==> src/rtl/dti_global_parameters.sv <==
// Shared encodings for the load/store unit: decode-stage memory op and size codes,
// trap cause codes and the LSU state type.
package dti_global_parameters;

  localparam logic [2:0] MEMORY_TYPE_NONE          = 3'd0;
  localparam logic [2:0] MEMORY_TYPE_LOAD          = 3'd1;
  localparam logic [2:0] MEMORY_TYPE_LOAD_UNSIGNED = 3'd2;
  localparam logic [2:0] MEMORY_TYPE_STORE         = 3'd3;
  localparam logic [2:0] MEMORY_TYPE_INVALID       = 3'd4;

  localparam logic [1:0] MEMOP_SIZE_BYTE = 2'd0;
  localparam logic [1:0] MEMOP_SIZE_HALF = 2'd1;
  localparam logic [1:0] MEMOP_SIZE_WORD = 2'd2;

  localparam logic [5:0] CSR_CAUSE_NONE               = 6'd0;
  localparam logic [5:0] CSR_CAUSE_INVALID_INSTR      = 6'd2;
  localparam logic [5:0] CSR_CAUSE_LOAD_MISALIGNED    = 6'd4;
  localparam logic [5:0] CSR_CAUSE_LOAD_ACCESS_FAULT  = 6'd5;
  localparam logic [5:0] CSR_CAUSE_STORE_MISALIGNED   = 6'd6;
  localparam logic [5:0] CSR_CAUSE_STORE_ACCESS_FAULT = 6'd7;

  typedef enum logic [1:0] {
    IDLE = 2'd0,
    REQ  = 2'd1,
    WAIT = 2'd2,
    RESP = 2'd3
  } lsu_state_e;

  // Any size code other than byte/half is handled as a word access.
  function automatic logic is_misaligned(input logic [1:0] size, input logic [1:0] addr_lo);
    case (size)
      MEMOP_SIZE_BYTE: return 1'b0;
      MEMOP_SIZE_HALF: return addr_lo[0];
      default:         return |addr_lo;
    endcase
  endfunction

endpackage

==> src/rtl/riscv_lsu_align.sv <==
// Combinational lane steering: byte enables, store data replication and
// load data shift/extension for a 32-bit little-endian data bus.
module riscv_lsu_align
  import dti_global_parameters::*;
(
  input  logic [1:0]  mem_size,
  input  logic [1:0]  addr_lo,
  input  logic        is_unsigned,
  input  logic [31:0] wdata,
  input  logic [31:0] bus_rdata,
  output logic [3:0]  be,
  output logic [31:0] lane_wdata,
  output logic [31:0] load_data
);

  logic [31:0] shifted;

  always_comb begin
    shifted    = bus_rdata >> {addr_lo, 3'b000};
    be         = 4'b1111;
    lane_wdata = wdata;
    load_data  = shifted;
    case (mem_size)
      MEMOP_SIZE_BYTE: begin
        be         = 4'b0001 << addr_lo;
        lane_wdata = {4{wdata[7:0]}};
        load_data  = is_unsigned ? {24'h0, shifted[7:0]} : {{24{shifted[7]}}, shifted[7:0]};
      end
      MEMOP_SIZE_HALF: begin
        be         = 4'b0011 << addr_lo;
        lane_wdata = {2{wdata[15:0]}};
        load_data  = is_unsigned ? {16'h0, shifted[15:0]} : {{16{shifted[15]}}, shifted[15:0]};
      end
      default: ;
    endcase
  end

endmodule

==> src/rtl/riscv_lsu.sv <==
// Load/store unit: one outstanding data-bus access at a time, with alignment
// checking, lane steering and trap cause reporting on a one-cycle done pulse.
module riscv_lsu
  import dti_global_parameters::*;
(
  input  logic        clk,
  input  logic        rst_n,
  input  logic        req_valid,
  input  logic [2:0]  mem_op,
  input  logic [1:0]  mem_size,
  input  logic [31:0] addr,
  input  logic [31:0] wdata,
  input  logic        flush,
  output logic        stall,
  output logic        dbus_req,
  output logic        dbus_we,
  output logic [31:0] dbus_addr,
  output logic [3:0]  dbus_be,
  output logic [31:0] dbus_wdata,
  input  logic        dbus_gnt,
  input  logic        dbus_rvalid,
  input  logic [31:0] dbus_rdata,
  input  logic        dbus_err,
  output logic [31:0] rdata,
  output logic        done,
  output logic        exception,
  output logic [5:0]  exception_cause
);

  lsu_state_e  state_q, state_d;
  logic [31:0] addr_q, addr_d;
  logic [2:0]  op_q, op_d;
  logic [1:0]  size_q, size_d;
  logic [31:0] wdata_q, wdata_d;
  logic [31:0] rdata_q, rdata_d;
  logic        exc_q, exc_d;
  logic [5:0]  cause_q, cause_d;

  logic        op_is_store;
  logic        in_is_store;
  logic        op_accepted;
  logic [3:0]  be_w;
  logic [31:0] lane_wdata_w;
  logic [31:0] load_data_w;

  assign op_is_store = (op_q == MEMORY_TYPE_STORE);
  assign in_is_store = (mem_op == MEMORY_TYPE_STORE);
  assign op_accepted = (mem_op == MEMORY_TYPE_LOAD) || (mem_op == MEMORY_TYPE_LOAD_UNSIGNED) ||
                       (mem_op == MEMORY_TYPE_STORE) || (mem_op == MEMORY_TYPE_INVALID);

  riscv_lsu_align u_align (
    .mem_size    (size_q),
    .addr_lo     (addr_q[1:0]),
    .is_unsigned (op_q == MEMORY_TYPE_LOAD_UNSIGNED),
    .wdata       (wdata_q),
    .bus_rdata   (dbus_rdata),
    .be          (be_w),
    .lane_wdata  (lane_wdata_w),
    .load_data   (load_data_w)
  );

  always_ff @(posedge clk or negedge rst_n) begin
    if (!rst_n) begin
      state_q <= IDLE;
      addr_q  <= '0;
      op_q    <= MEMORY_TYPE_NONE;
      size_q  <= MEMOP_SIZE_BYTE;
      wdata_q <= '0;
      rdata_q <= '0;
      exc_q   <= 1'b0;
      cause_q <= CSR_CAUSE_NONE;
    end else begin
      state_q <= state_d;
      addr_q  <= addr_d;
      op_q    <= op_d;
      size_q  <= size_d;
      wdata_q <= wdata_d;
      rdata_q <= rdata_d;
      exc_q   <= exc_d;
      cause_q <= cause_d;
    end
  end

  always_comb begin
    state_d  = state_q;
    addr_d   = addr_q;
    op_d     = op_q;
    size_d   = size_q;
    wdata_d  = wdata_q;
    rdata_d  = rdata_q;
    exc_d    = exc_q;
    cause_d  = cause_q;
    stall    = 1'b0;
    dbus_req = 1'b0;
    done     = 1'b0;
    case (state_q)
      IDLE: begin
        if (req_valid && !flush && op_accepted) begin
          stall   = 1'b1;
          addr_d  = addr;
          op_d    = mem_op;
          size_d  = mem_size;
          wdata_d = wdata;
          rdata_d = '0;
          if (mem_op == MEMORY_TYPE_INVALID) begin
            exc_d   = 1'b1;
            cause_d = CSR_CAUSE_INVALID_INSTR;
            state_d = RESP;
          end else if (is_misaligned(mem_size, addr[1:0])) begin
            exc_d   = 1'b1;
            cause_d = in_is_store ? CSR_CAUSE_STORE_MISALIGNED : CSR_CAUSE_LOAD_MISALIGNED;
            state_d = RESP;
          end else begin
            exc_d   = 1'b0;
            cause_d = CSR_CAUSE_NONE;
            state_d = REQ;
          end
        end
      end
      REQ: begin
        stall    = 1'b1;
        dbus_req = 1'b1;
        if (dbus_gnt) begin
          state_d = WAIT;
        end else if (flush) begin
          state_d = IDLE;
        end
      end
      WAIT: begin
        // Past the grant the bus owes us a response, so flush no longer applies.
        stall = 1'b1;
        if (dbus_rvalid) begin
          rdata_d = (dbus_err || op_is_store) ? 32'h0 : load_data_w;
          exc_d   = dbus_err;
          cause_d = !dbus_err ? CSR_CAUSE_NONE :
                    op_is_store ? CSR_CAUSE_STORE_ACCESS_FAULT : CSR_CAUSE_LOAD_ACCESS_FAULT;
          state_d = RESP;
        end
      end
      RESP: begin
        done    = 1'b1;
        state_d = IDLE;
      end
      default: state_d = IDLE;
    endcase
  end

  // Bus fields are only driven while requesting so an idle bus reads all-zero.
  assign dbus_we         = dbus_req & op_is_store;
  assign dbus_addr       = dbus_req ? {addr_q[31:2], 2'b00} : 32'h0;
  assign dbus_be         = dbus_req ? be_w : 4'b0000;
  assign dbus_wdata      = dbus_req ? lane_wdata_w : 32'h0;
  assign rdata           = rdata_q;
  assign exception       = done & exc_q;
  assign exception_cause = exception ? cause_q : CSR_CAUSE_NONE;

endmodule
==> config.mk <==
export PLATFORM = sky130hd
export DESIGN_NAME = riscv_lsu
export DESIGN_NICKNAME = d
export VERILOG_FILES = /design/src/rtl/dti_global_parameters.sv /design/src/rtl/riscv_lsu_align.sv /design/src/rtl/riscv_lsu.sv
export SDC_FILE = /design/constraint.sdc
export NUM_CORES = 1
export LEC_CHECK = 0
export CAP_MARGIN = 20
export CORE_MARGIN = 1
export CORE_UTILIZATION = 42
export CTS_CLUSTER_SIZE = 12
export DETAILED_ROUTE_END_ITERATION = 10
export PLACE_DENSITY = 0.83
export SETUP_SLACK_MARGIN = 0.05
export SLEW_MARGIN = 30
export SYNTH_ARGS = -nofsm -noshare
export SYNTH_HDL_FRONTEND = slang
export SYNTH_HIERARCHICAL = 1
export SYNTH_SLANG_ARGS = --single-unit
export TNS_END_PERCENT = 5
==> constraint.sdc <==
create_clock -name clk -period 1.8 [get_ports clk]
set_input_delay 0.27 -clock clk [delete_from_list [all_inputs] [get_ports clk]]
set_output_delay 0.27 -clock clk [all_outputs]
set_load 0.01 [all_outputs]
[After elaboration in Yosys (flattened, before gate mapping)]
Index checks and enable logic that the tools add are counted.
Storage, ports and cells
  bits in registers: 110
  output and inout port bits: 111
Cells by class
  reductions and logical operators: 16
  bitwise logic cells: 2
  shifts and indexed selects: 3
  muxes and demuxes: 41
  equality and inequality tests: 14
Operators by type and width (count)
  $mux W32: 7
  $pmux W32 S2: 3
  $shr A32 B5 Y32: 1
  $mux W6: 3
  $mux W2: 8
  $eq A3 B2 Y1 const B: 4
  $pmux W6 S2: 1
  $mux W1: 10
  $mux W3: 3
  $pmux W2 S4: 1
  $pmux W4 S2: 1
  $eq A2 B1 Y1 const B: 3
  $logic_not A2 Y1: 3
  $pmux W1 S2: 3
  $reduce_and A3 Y1: 2
  $eq A2 B2 Y1 const B: 2
  $logic_or A1 B1 Y1: 4
  $mux W4: 1
  $ne A2 B2 Y1 const B: 2
  $reduce_or A2 Y1: 2
  $shl A1 B2 Y4 const A: 1
  $shl A2 B2 Y4 const A: 1
  $eq A3 B1 Y1 const B: 1
  $eq A3 B3 Y1 const B: 1
  other kinds (6): 8

[Longest topological paths before layout]
Gate-level depths: netlist (run 1).
  word-level depth: 11
  mapped depth: 8
  gate-level depth less buffers: 6

[By module]
The synthesis (run 1) kept the hierarchy.
Modules (own cells, without submodules)
  riscv_lsu: times used 1, cells each 419, area an instance 5290.1 um^2
  riscv_lsu_align: times used 1, cells each 182, area an instance 1317.5 um^2

[Worst setup path before layout (run 1)]
Ideal clock, no wire load.
  kind: register to register
  from: register state_q[0]
  to: register cause_q[1]
  stages on the path, launching flop included: 8
  slack: -2 ps
  path buffers: 2
  data required time: 1673 ps
  data arrival time: 1674 ps
  cell sequence: dfrtp_1 > inv_1 > ha_1 > clkbuf_1 > nor2b_1 > nor3_1 > buf_6 > mux2_1
Between the ends
  cells in the longest elaborated chain, start to end: 3
RTL lines
  start, declared: line riscv_lsu.sv:30  | lsu_state_e state_q, state_d;
  start signal, assigned: line riscv_lsu.sv:73  | state_q <= state_d;
  $eq A2 B2 Y1 or $logic_not A2 Y1 (tied branches): line riscv_lsu.sv:96  | case (state_q)
  $ne A2 B2 Y1 (no line) or $reduce_bool A2 Y1 (tied branches)
  $reduce_and A3 Y1 (no line)
  end signal, assigned: line riscv_lsu.sv:80  | cause_q <= cause_d;
  end, declared: line riscv_lsu.sv:37  | logic [5:0] cause_q, cause_d;
Parallel ways exist; a longest one is shown, timed or not.
A chain may end at the register's enable or synchronous reset.

[Worst setup path after layout (run 1)]
  from: register size_q[0]
  to: output dbus_wdata[13]
Between the ends
  cells in the longest elaborated chain, start to end: 3
RTL lines
  start, declared: line riscv_lsu.sv:33  | logic [1:0] size_q, size_d;
  start signal, assigned: line riscv_lsu.sv:76  | size_q <= size_d;
  $eq A2 B1 Y1 or $logic_not A2 Y1 (tied branches): line riscv_lsu_align.sv:23  | case (mem_size)
  $pmux W32 S2 (*): line riscv_lsu_align.sv:23
  via lane_wdata_w[13]: line riscv_lsu.sv:43  | logic [31:0] lane_wdata_w;
  $mux W32 (*): line riscv_lsu.sv:152  | assign dbus_wdata = dbus_req ? lane_wdata_w : 32'h0;
  end, declared: line riscv_lsu.sv:19  | output logic [31:0] dbus_wdata,
The timed path passes the listed nets; every way through them passes the cells marked *.

==> results.tsv, run 1 <==
metric	value	unit
Initial Util	0.4330	
clock root cell	clkbuf_16	
final slew viol count	0	
H-tree Lvls	3	
Die Y	127.4	um
router iterations before antenna repair	4	
fillers	1197	
Cell Pwr Density	1737	nW/um^2
Sequential Power Share	0.260	
Int Pwr	11.03	mW
Top Ports	219	
DR vias	5219	
vias in the first global route	5526	
Synth Area in XOR/XNOR	0	
synthesized area	6608	sq um
Reg2Reg Depth	7	
multi-input logic area	3633	sq um
register area share after synthesis	0.4052	
Synth Area in Simple Gates	0.1415	
Rows	45	
RD Place Congestion	0.8993	
CP bufs+invs	3	
min Tclk post-route	2.001	ns
Post-layout nets	957	
CTS tree	yes	
Post-Synthesis Cells	601	
WL/cell	17.15	um
failing checks	setup timing	
Data required, critical path	1.53	ns
leakage power	4.460	nW
Hold Path Class	in -> async	
Reg area	2680	sq um
Layout area overhead	49.29	%
post-synthesis compound-gate area fraction	0.07215	
cell depth of the worst setup path	6	
IO Port Bufs	213	
Remaining DRCs	0	
FF+latch count, synth	107	
Crit-path slowest cell	dfrtp_2	
first-pass GRT wire length	29050	um
Worst Setup Path Type	reg -> out	
final setup vio count	66	
Max-Cap Viols	0	
slew margin rel.	0.6011	
largest net degree at the start of global routing	56	
adder-cell share of the synthesized area	0.009468	
TritonCTS Sinks	107	
RSZ-0062 raised after global routing	yes	
Critical Path End Type	output pin	
reg-to-reg startpoint	state_q[1]$_DFFE_PN0P_	
largest fanout on the critical path	6	
share of layout cells above drive strength 1	0.3781	
actual slew at the worst max-slew pin	0.5921	ns
largest cells by area after synthesis	dfrtp_1 41%, mux2_4 16%, mux2i_1 8.3%	
gr usage total	0.2297	
routed vias/inst	4.924	
delay-heaviest family, CP	flip-flops	
Clock Skew	0.006317	ns
syn avg cell area	10.99	sq um
die area	16240	sq um
clk_lat worst skew	0.35	ns
crit-path cells	buf_6, nor2_4, buf_6, mux2_4, and2_4, buf_6	
DPL Wire Length	13030	um
NetSw	6.110	mW
distinct cell type count after synthesis	44	
Max stage delay on crit path	0.43	ns
power consumption	17.14	mW
CP Launch Type	register	
Core ar.	15260	sq um
Async S/R FF share, synth	1.000	
count leader, synth	dfrtp_1	
proportion of netlist area held by the largest area contributor	0.4052	
Max clock buf depth	2	
final hold violations	0	
Setup TNS Final	-6.274	ns
Post-synth EDFFs	0	
Starting DRT DRC Count	296	
Clock power frac	0.126	
mux share of post-synthesis cell area	0.2924	
Max Freq	499.9	MHz
worst slack at placement	-0.5052	ns
Routed WL	18180	um
initial antenna violation count	0	
WP data arrival	1.73	ns
status	finished with violations	
Max VDD drop	1010	uV
main flop type after synthesis	dfrtp_1	
DIE WIDTH	127.4	um
reg-to-reg endpoint	state_q[1]$_DFFE_PN0P_	
Synth Warn #	6	
R2R setup slack	-0.07	ns
TritonCTS buffer count	9	
Synth top cells by count	107 x dfrtp_1, 71 x mux2_4, 68 x and2_1, 65 x nand2_1, 55 x mux2i_1	
antenna cell count	0	
Final ANT Viol Nets	0	
setup ws final	-0.2006	ns
global route overflow	0	
part of the cycle the worst path needs	1.111	
area leader, netlist	dfrtp_1	
Reg clk slew, reported paths	0.07	ns
Sw Ratio	0.3566	
largest family of logic cells by synthesized area	multiplexers	
CP most frequent cell	buf_6	
Logic pwr share	0.614	
-- cells by family (layout without fill, tap and decap cells) --
| kind of cell | Yosys count | after routing |
|---|---|---|
| AND/OR/NAND/NOR | 176 | 176 |
| multiplexers | 154 | 154 |
| flip-flops | 107 | 107 |
| buffers and inverters | 92 | 336 |
| AO/OA/AOI/OAI | 66 | 66 |
| adder cells (fa/ha/maj) | 5 | 5 |
| other | 1 | 5 |
-- cell usage in the layout, fill, tap and decap left out, types with 3 or more instances in the layout --
cell,netlist,routed
conb_1,1,5
clkbuf_2,0,3
nand2_1,65,65
a21oi_1,16,16
and2_4,0,36
ha_4,0,3
buf_2,8,32
nor3b_1,3,3
buf_12,0,13
dlygate4sd2_1,0,3
mux2_4,71,79
nor2_1,11,10
buf_6,15,47
mux2_2,24,16
o211ai_1,13,13
dfrtp_1,107,105
clkdlybuf4s50_1,0,136
buf_4,14,42
o21ai_1,1,8
nor2b_1,7,4
mux2_1,4,4
clkbuf_16,0,10
o21ai_0,18,10
mux2i_1,55,54
inv_1,36,34
and2_1,68,32
nand3b_1,4,4
and3_1,3,3
o211ai_2,3,3
or2_2,7,6
-- metal layers --
layer  part of all wire  vias up  wire length [um]  global-route usage
met2               0.50      182              9161              0.3931
met1               0.41     2528              7507              0.2842
met3              0.063       22              1150             0.05025
li1                   -     2487                 -                   -
met5                  0        -                 0                   0
met4              0.020        0               363             0.08333
-- power groups by stage --
| stage | combinational [mW] | clock [mW] | sequential [mW] |
|---|---|---|---|
| finish | 10.5 | 2.16 | 4.45 |
| global placement | 9.25 | 0 | 4.34 |
| global route | 11.3 | 2.33 | 4.59 |
| CTS | 10.2 | 2.22 | 4.41 |
| floorplan | 5.72 | 0 | 4.27 |
| detailed placement | 9.45 | 0 | 4.36 |
-- what timing repair did --
action	4_1_cts	5_1_grt
endpoints found under the setup margin	180	153
gates cloned	3	1
endpoints found under the hold margin	19	0
pin swaps	11	8
hold buffers	1	0
gates resized for setup	374	48
buffers inserted	11	3
-- worst max path at each step --
stage | from | end
3_3_place_gp | mem_op[1] | wdata_q[6]$_DFFE_PN0P_
4_1_cts | size_q[0]$_DFFE_PN0P_ | dbus_wdata[13]
6_report | size_q[0]$_DFFE_PN0P_ | dbus_wdata[13]
2_1_floorplan | state_q[0]$_DFFE_PN0P_ | state_q[1]$_DFFE_PN0P_
3_5_place_dp | mem_op[1] | wdata_q[29]$_DFFE_PN0P_
5_1_grt | size_q[0]$_DFFE_PN0P_ | dbus_wdata[13]
-- sequential cells by signal, summed over array words and instances (netlist names) --
register  count
op_q          3
state_q       2
cause_q       3
wdata_q      32
addr_q       32
exc_q         1
rdata        32
size_q        2
-- cell type report --
cell class	instances	share of cell area
clock buffer	10	0.02423
clock inverter	6	0.008879
inverter	36	0.01370
multi-input combinational	406	0.3683
sequential	107	0.2717
tap	211	0.02676
timing repair buffer	284	0.2864
-- per-stage QoR --
stage | hold WS (ns) | cell area [sq um] | util | cells
after floorplan | -0.02559 | 6624 | - | 605
after global placement | 0.1757 | 9171 | 0.6011 | 1027
after detailed placement | 0.1813 | 9171 | 0.6011 | 1027
after CTS | 0.3764 | 9692 | 0.6352 | 1058
after global routing | 0.3927 | 9864 | 0.6465 | 1060
final | 0.3812 | 9864 | 0.6465 | 1060
-- worst reg2reg max path, delay by kind of cell, from the launching register on --
kind,cells,cell delay (ns)
buffers and inverters,3,0.47
flip-flops,1,0.39
AND/OR/NAND/NOR,1,0.16
multiplexers,1,0.32
adder cells (fa/ha/maj),1,0.18
AO/OA/AOI/OAI,1,0.23
(Power assumes the default switching activity.)
==> run 2, diff against run 1 <==
CORE_MARGIN = 2   (was 1)
==> run 2 against run 1 <==
  * The flow finishes with violations (hold timing, setup timing)
  * Clock skew decreased by 0.00054 ns
  * Critical path depth decreased by 1
  * Non-clock buffer count is 6 lower
  * Via count is 0.25% higher
  * Clock-buffer cell count stayed put
  * Clock power hardly changed
  * Cell count fell by 0.57%
  * Sequential cell count did not move
  * Wire length rose by 0.45%
  * Sequential power is 0.9% lower
  * Setup slack worse by 0.035 ns
==> results.tsv, run 2 (synthesis results as in run 1) <==
metric	value	unit	change
Reg2Reg Depth	7		unchanged
Layout area overhead	47.45	%	
Reg clk slew, reported paths	0.07	ns	about the same
TritonCTS buffer count	9		unchanged
gr usage total	0.2152		-0.01447
reg-to-reg startpoint	state_q[1]$_DFFE_PN0P_		
Clock Skew	0.005774	ns	-0.0005433 ns
Data required, critical path	1.53	ns	about the same
antenna cell count	0		unchanged
Cell Pwr Density	1732	nW/um^2	-0.29%
Max clock buf depth	2		unchanged
RSZ-0062 raised after global routing	yes		
RD Place Congestion	0.8317		-7.5%
Initial Util	0.4315		-0.001592
hold_buf cts	0		-1
setup ws final	-0.2355	ns	-0.03493 ns
actual slew at the worst max-slew pin	0.5946	ns	+0.002466 ns
final slew viol count	0		unchanged
die area	16750	sq um	+3.2%
power consumption	16.88	mW	-1.5%
Starting DRT DRC Count	314		+6.1%
share of layout cells above drive strength 1	0.3772		-0.0008677
Critical Path End Type	output pin		
Max stage delay on crit path	0.45	ns	+0.02 ns
IO Port Bufs	213		unchanged
clk_lat worst skew	0.36	ns	about the same
largest net degree at the start of global routing	108		+93%
vias in the first global route	5345		-3.3%
routed vias/inst	4.964		+0.82%
CTS tree	yes		
placed standard-cell area	9106	sq um	-0.71%
CP Launch Type	register		
final hold violations	9		+9
DPL Wire Length	12530	um	-3.9%
Core ar.	15310	sq um	+0.37%
part of the cycle the worst path needs	1.131		+0.01941
reg-to-reg endpoint	addr_q[27]$_DFFE_PN0P_		
CP startpoint	size_q[1]$_DFFE_PN0P_		
Final ANT Viol Nets	0		unchanged
Hold Path Class	in -> async		
Die Y	129.4	um	+1.6%
min Tclk post-route	2.036	ns	+0.03493 ns
leakage power	4.387	nW	-1.6%
router iterations before antenna repair	4		unchanged
DR vias	5232		+0.25%
Max VDD drop	805.3	uV	-20%
initial antenna violation count	0		unchanged
clock root cell	clkbuf_16		
slew margin rel.	0.6036		+0.002528
worst setup path endpoint	dbus_wdata[14]		
WL/cell	17.33	um	+1.0%
Top Ports	219		unchanged
first-pass GRT wire length	28060	um	-3.4%
most common cell after layout, fill and taps aside	clkdlybuf4s50_1		
Post-Layout Inst Area	9743	sq um	-1.2%
crit-path cells	buf_4, or2_4, mux2_2, and2_1, buf_2		
WP data arrival	1.77	ns	+0.04 ns
global route overflow	0		unchanged
TritonCTS Sinks	107		unchanged
Hold WS	-0.01129	ns	-0.3925 ns
final setup vio count	68		+3.0%
DIE WIDTH	129.4	um	+1.6%
R2R setup slack	-0.02	ns	+0.05 ns
Worst Setup Path Type	reg -> out		
H-tree Lvls	3		unchanged
Max Freq	491.3	MHz	-1.7%
Crit-path slowest cell	dfrtp_2		
Max-Cap Viols	0		unchanged
largest fanout on the critical path	4		-2
Rows	45		unchanged
Remaining DRCs	0		unchanged
Routed WL	18270	um	+0.45%
Post-layout nets	951		-0.63%
most frequent cells in the layout	138 x clkdlybuf4s50_1, 106 x dfrtp_1, 77 x mux2_4, 63 x nand2_1, 54 x mux2i_1		
failing checks	hold timing, setup timing		
status	finished with violations		
-- run 2: how the worst min path moves through the flow --
stage	startpoint	to	slack, ns	cells past startpoint
2_1_floorplan	rst_n	addr_q[0]$_DFFE_PN0P_	-0.03	0
3_3_place_gp	rst_n	rdata[30]$_DFFE_PN0P_	0.40	2
3_5_place_dp	rst_n	rdata[30]$_DFFE_PN0P_	0.40	2
4_1_cts	rst_n	rdata[17]$_DFFE_PN0P_	0.007	2
5_1_grt	rst_n	cause_q[2]$_DFFE_PN0P_	0.03	2
6_report	rst_n	cause_q[2]$_DFFE_PN0P_	-0.01	2
-- run 2: final cells by class --
class | count | area, sq um
clock inverter | 6 | 88.84
fill | 1247 | 5572
tap | 211 | 264.0
clock buffer | 10 | 229.0
inverter | 36 | 135.1
multi-input combinational | 406 | 3630
sequential | 107 | 2679
timing repair buffer | 278 | 2718
-- run 2: critical path, delay by kind of cell, from the launching register on --
family | cells | cell delay (ns)
flops | 1 | 0.45
simple gates | 2 | 0.41
buf+inv | 2 | 0.29
mux | 1 | 0.27
-- run 2: stage by stage --
| stage | setup WS, ns | hold WS (ns) | instances | setup TNS [ns] | util |
|---|---|---|---|---|---|
| floorplan | 0.05012 | -0.02559 | 605 | 0 | - |
| global placement | -0.4388 | 0.4009 | 1020 | -44.30 | 0.5946 |
| detailed placement | -0.5373 | 0.3953 | 1020 | -51.39 | 0.5946 |
| finish | -0.2355 | -0.01129 | 1054 | -5.125 | 0.6362 |
| global route | -0.2818 | 0.03414 | 1054 | -12.69 | 0.6362 |
| CTS | -0.2460 | 0.007157 | 1050 | -7.969 | 0.6199 |
-- run 2: power by group --
part	switching [mW]	internal (mW)	leakage [nW]
registers	0.865	3.55	1.35
clock network	0.952	1.22	0.149
logic	4.29	6.00	2.89
total	6.10	10.8	4.39
-- run 2: per-layer routing --
layer,part of all wire,GRT usage
met1,0.41,0.2646
met2,0.50,0.3684
met3,0.076,0.05244
met4,0.018,0.07906
met5,0,0
-- run 2: what timing repair did --
action                                  CTS  global route
setup buffers                            12             5
resized for setup                       331            95
pin swaps                                11             7
endpoints found under the setup margin  174           178
gates cloned                              2             0
==> run 3, diff against run 2 <==
CORE_UTILIZATION = 50   (was 42)
PLACE_DENSITY = 0.92   (was 0.83)
clock period = 2.6 ns   (was 1.8 ns; I/O delays follow)
==> run 3 against run 2 <==
  * The flow now finishes without violations
  * Die area is 16% lower
  * Highest routed layer unchanged
  * First-iteration DRC count rose by 2.5%
  * Non-clock buffer count is 45 lower
  * Sequential cell count is the same
  * Sequential power is 30% lower
  * Cell count is 8.0% lower
  * Wire length fell by 2.4%
==> results.tsv, run 3 (synthesis results as in run 1) <==
metric	value	unit	change
status	complete, no violations		
CP bufs+invs	1		-1
Reg2Reg Depth	7		unchanged
worst slack at placement	0.1195	ns	+0.6568 ns
Top Ports	219		unchanged
router iterations before antenna repair	4		unchanged
leakage power	3.875	nW	-12%
WL/cell	18.38	um	+6.1%
clock root cell	clkbuf_16		
most common cell after layout, fill and taps aside	clkdlybuf4s50_1		
Post-layout nets	906		-4.7%
Remaining DRCs	0		unchanged
Logic pwr share	0.581		-0.029
Sequential Power Share	0.286		+0.025
Max stage delay on crit path	0.48	ns	+0.03 ns
part of the cycle the worst path needs	0.9574		
routed vias/inst	5.228		+5.3%
gr usage total	0.2503		+0.03510
Int Pwr	6.731	mW	-38%
TritonCTS Sinks	107		unchanged
Die Y	119.0	um	-8.1%
Rows	41		-8.9%
Routed WL	17830	um	-2.4%
RD Place Congestion	0.9316		+12%
Core ar.	12770	sq um	-17%
final hold violations	0		-9
Sw Ratio	0.3728		+0.01110
setup ws final	0.1107	ns	+0.3462 ns
global route overflow	0		unchanged
Reg clk slew, reported paths	0.07	ns	about the same
IO Port Bufs	213		unchanged
Worst Setup Path Type	reg -> out		
Starting DRT DRC Count	322		+2.5%
DIE WIDTH	119.0	um	-8.1%
slew margin rel.	0.4547		-0.1489
Final ANT Viol Nets	0		unchanged
Crit-path slowest cell	clkdlybuf4s50_1		
Critical Path End Type	output pin		
min Tclk post-route	2.489	ns	
Max-Cap Viols	0		unchanged
Clock Skew	0.005515	ns	-0.0002594 ns
hold_buf cts	0		unchanged
delay-heaviest family, CP	simple AND/OR/NAND/NOR gates		
WP data arrival	2.10	ns	+0.33 ns
Clock power frac	0.133		+0.004
DR vias	5071		-3.1%
Max clock buf depth	2		unchanged
clk_lat worst skew	0.34	ns	-0.02 ns
TritonCTS buffer count	9		unchanged
initial antenna violation count	0		unchanged
Data required, critical path	2.21	ns	+0.68 ns
Layout area overhead	38.88	%	
first-pass GRT wire length	28350	um	+1.0%
largest fanout on the critical path	5		+1
Initial Util	0.5173		+0.08583
final slew viol count	0		unchanged
largest net degree at the start of global routing	108		unchanged
Setup TNS Final	0	ns	+5.125 ns
antenna cell count	0		unchanged
Max VDD drop	558.5	uV	-31%
reg-to-reg startpoint	state_q[0]$_DFFE_PN0P_		
Max Freq	401.7	MHz	
CP Launch Type	register		
Cell Pwr Density	1170	nW/um^2	-32%
actual slew at the worst max-slew pin	0.8161	ns	+0.2215 ns
die area	14150	sq um	-16%
reg-to-reg endpoint	rdata[9]$_DFFE_PN0P_		
DPL Wire Length	12590	um	+0.51%
crit-path cells	or2_2, mux2_2, and2_1, clkdlybuf4s50_1		
R2R setup slack	0.37	ns	+0.39 ns
final setup vio count	0		-100%
share of layout cells above drive strength 1	0.1917		-0.1855
CTS tree	yes		
Hold Path Class	in -> async		
H-tree Lvls	3		unchanged
vias in the first global route	5476		+2.5%
Hold WS	0.07305	ns	+0.08434 ns
most frequent cells in the layout	212 x clkdlybuf4s50_1, 106 x dfrtp_1, 71 x mux2_4, 68 x and2_1, 65 x nand2_1		
NetSw	4.000	mW	-34%
RSZ-0062 raised after global routing	yes		
==> run 3: cell types whose count changed in the layout (fill, tap and decap cells not counted), moves of 9 or more <==
cell,change
and2_4,-34
buf_2,-35
o21ai_1,-10
buf_4,-29
o21ai_0,+9
and2_1,+34
buf_6,-40
clkdlybuf4s50_1,+74
==> run 3: final cells by class <==
cell class	count	area (sq um)
clock buffers	9	225.2
clock inverters	7	86.33
fillers	855	3597
inverters	36	135.1
multi-input cells	406	3456
flip-flops and latches	107	2679
well taps	172	215.2
repair buffers	233	2380
==> run 3: worst max path at each step <==
stage                           startpoint  slack (ns)  cells after the start             end
floorplan            size_q[0]$_DFFE_PN0P_        0.76                      4  dbus_wdata[10]
global placement                 mem_op[1]        0.17                      7           stall
detailed placement               mem_op[1]        0.12                      7           stall
CTS                  size_q[1]$_DFFE_PN0P_        0.06                      5  dbus_wdata[13]
global route        state_q[1]$_DFFE_PN0P_        0.01                      6           stall
finish               size_q[0]$_DFFE_PN0P_        0.11                      4  dbus_wdata[14]
==> run 3: through the flow <==
step                      instances  instance area [sq um]  total power, mW    util
after global routing            970                   9176            11.39  0.7184
final                           970                   9176            10.73  0.7184
after global placement          953                   8810            8.949  0.6897
after CTS                       969                   9121            10.65  0.7141
after floorplan                 605                   6623            6.909       -
after detailed placement        953                   8810            9.172  0.6897
==> run 3: power by group through the flow <==
stage | sequential [mW] | combinational, mW | clock, mW
floorplan | 2.95 | 3.96 | 0
global placement | 2.99 | 5.96 | 0
detailed placement | 3.05 | 6.12 | 0
CTS | 3.04 | 6.17 | 1.44
global route | 3.17 | 6.71 | 1.51
finish | 3.07 | 6.24 | 1.42
==> run 3: worst register-to-register path, cell delays in order (launching register included) <==
cell	delay (ns)
dfrtp_1	0.45
inv_1	0.15
ha_1	0.41
nor2b_1	0.27
nor2b_2	0.41
buf_12	0.22
nand2_1	0.07
mux2i_1	0.17
==> run 3: per-layer routing <==
| metal | vias to the layer above | wire length [um] | share of wire | GRT usage |
|---|---|---|---|---|
| met5 | - | 0 | 0 | 0 |
| met1 | 2456 | 7298 | 0.41 | 0.3023 |
| li1 | 2382 | - | - | - |
| met4 | 0 | 335 | 0.019 | 0.08036 |
| met2 | 205 | 8967 | 0.50 | 0.4454 |
| met3 | 28 | 1230 | 0.069 | 0.05172 |
==> run 3: what timing repair did <==
item / 4_1_cts / 5_1_grt
setup endpoints to repair: 0 / 53
gates resized for setup: 0 / 7
endpoints found under the hold margin: 0 / 0
setup buffers: 0 / 0
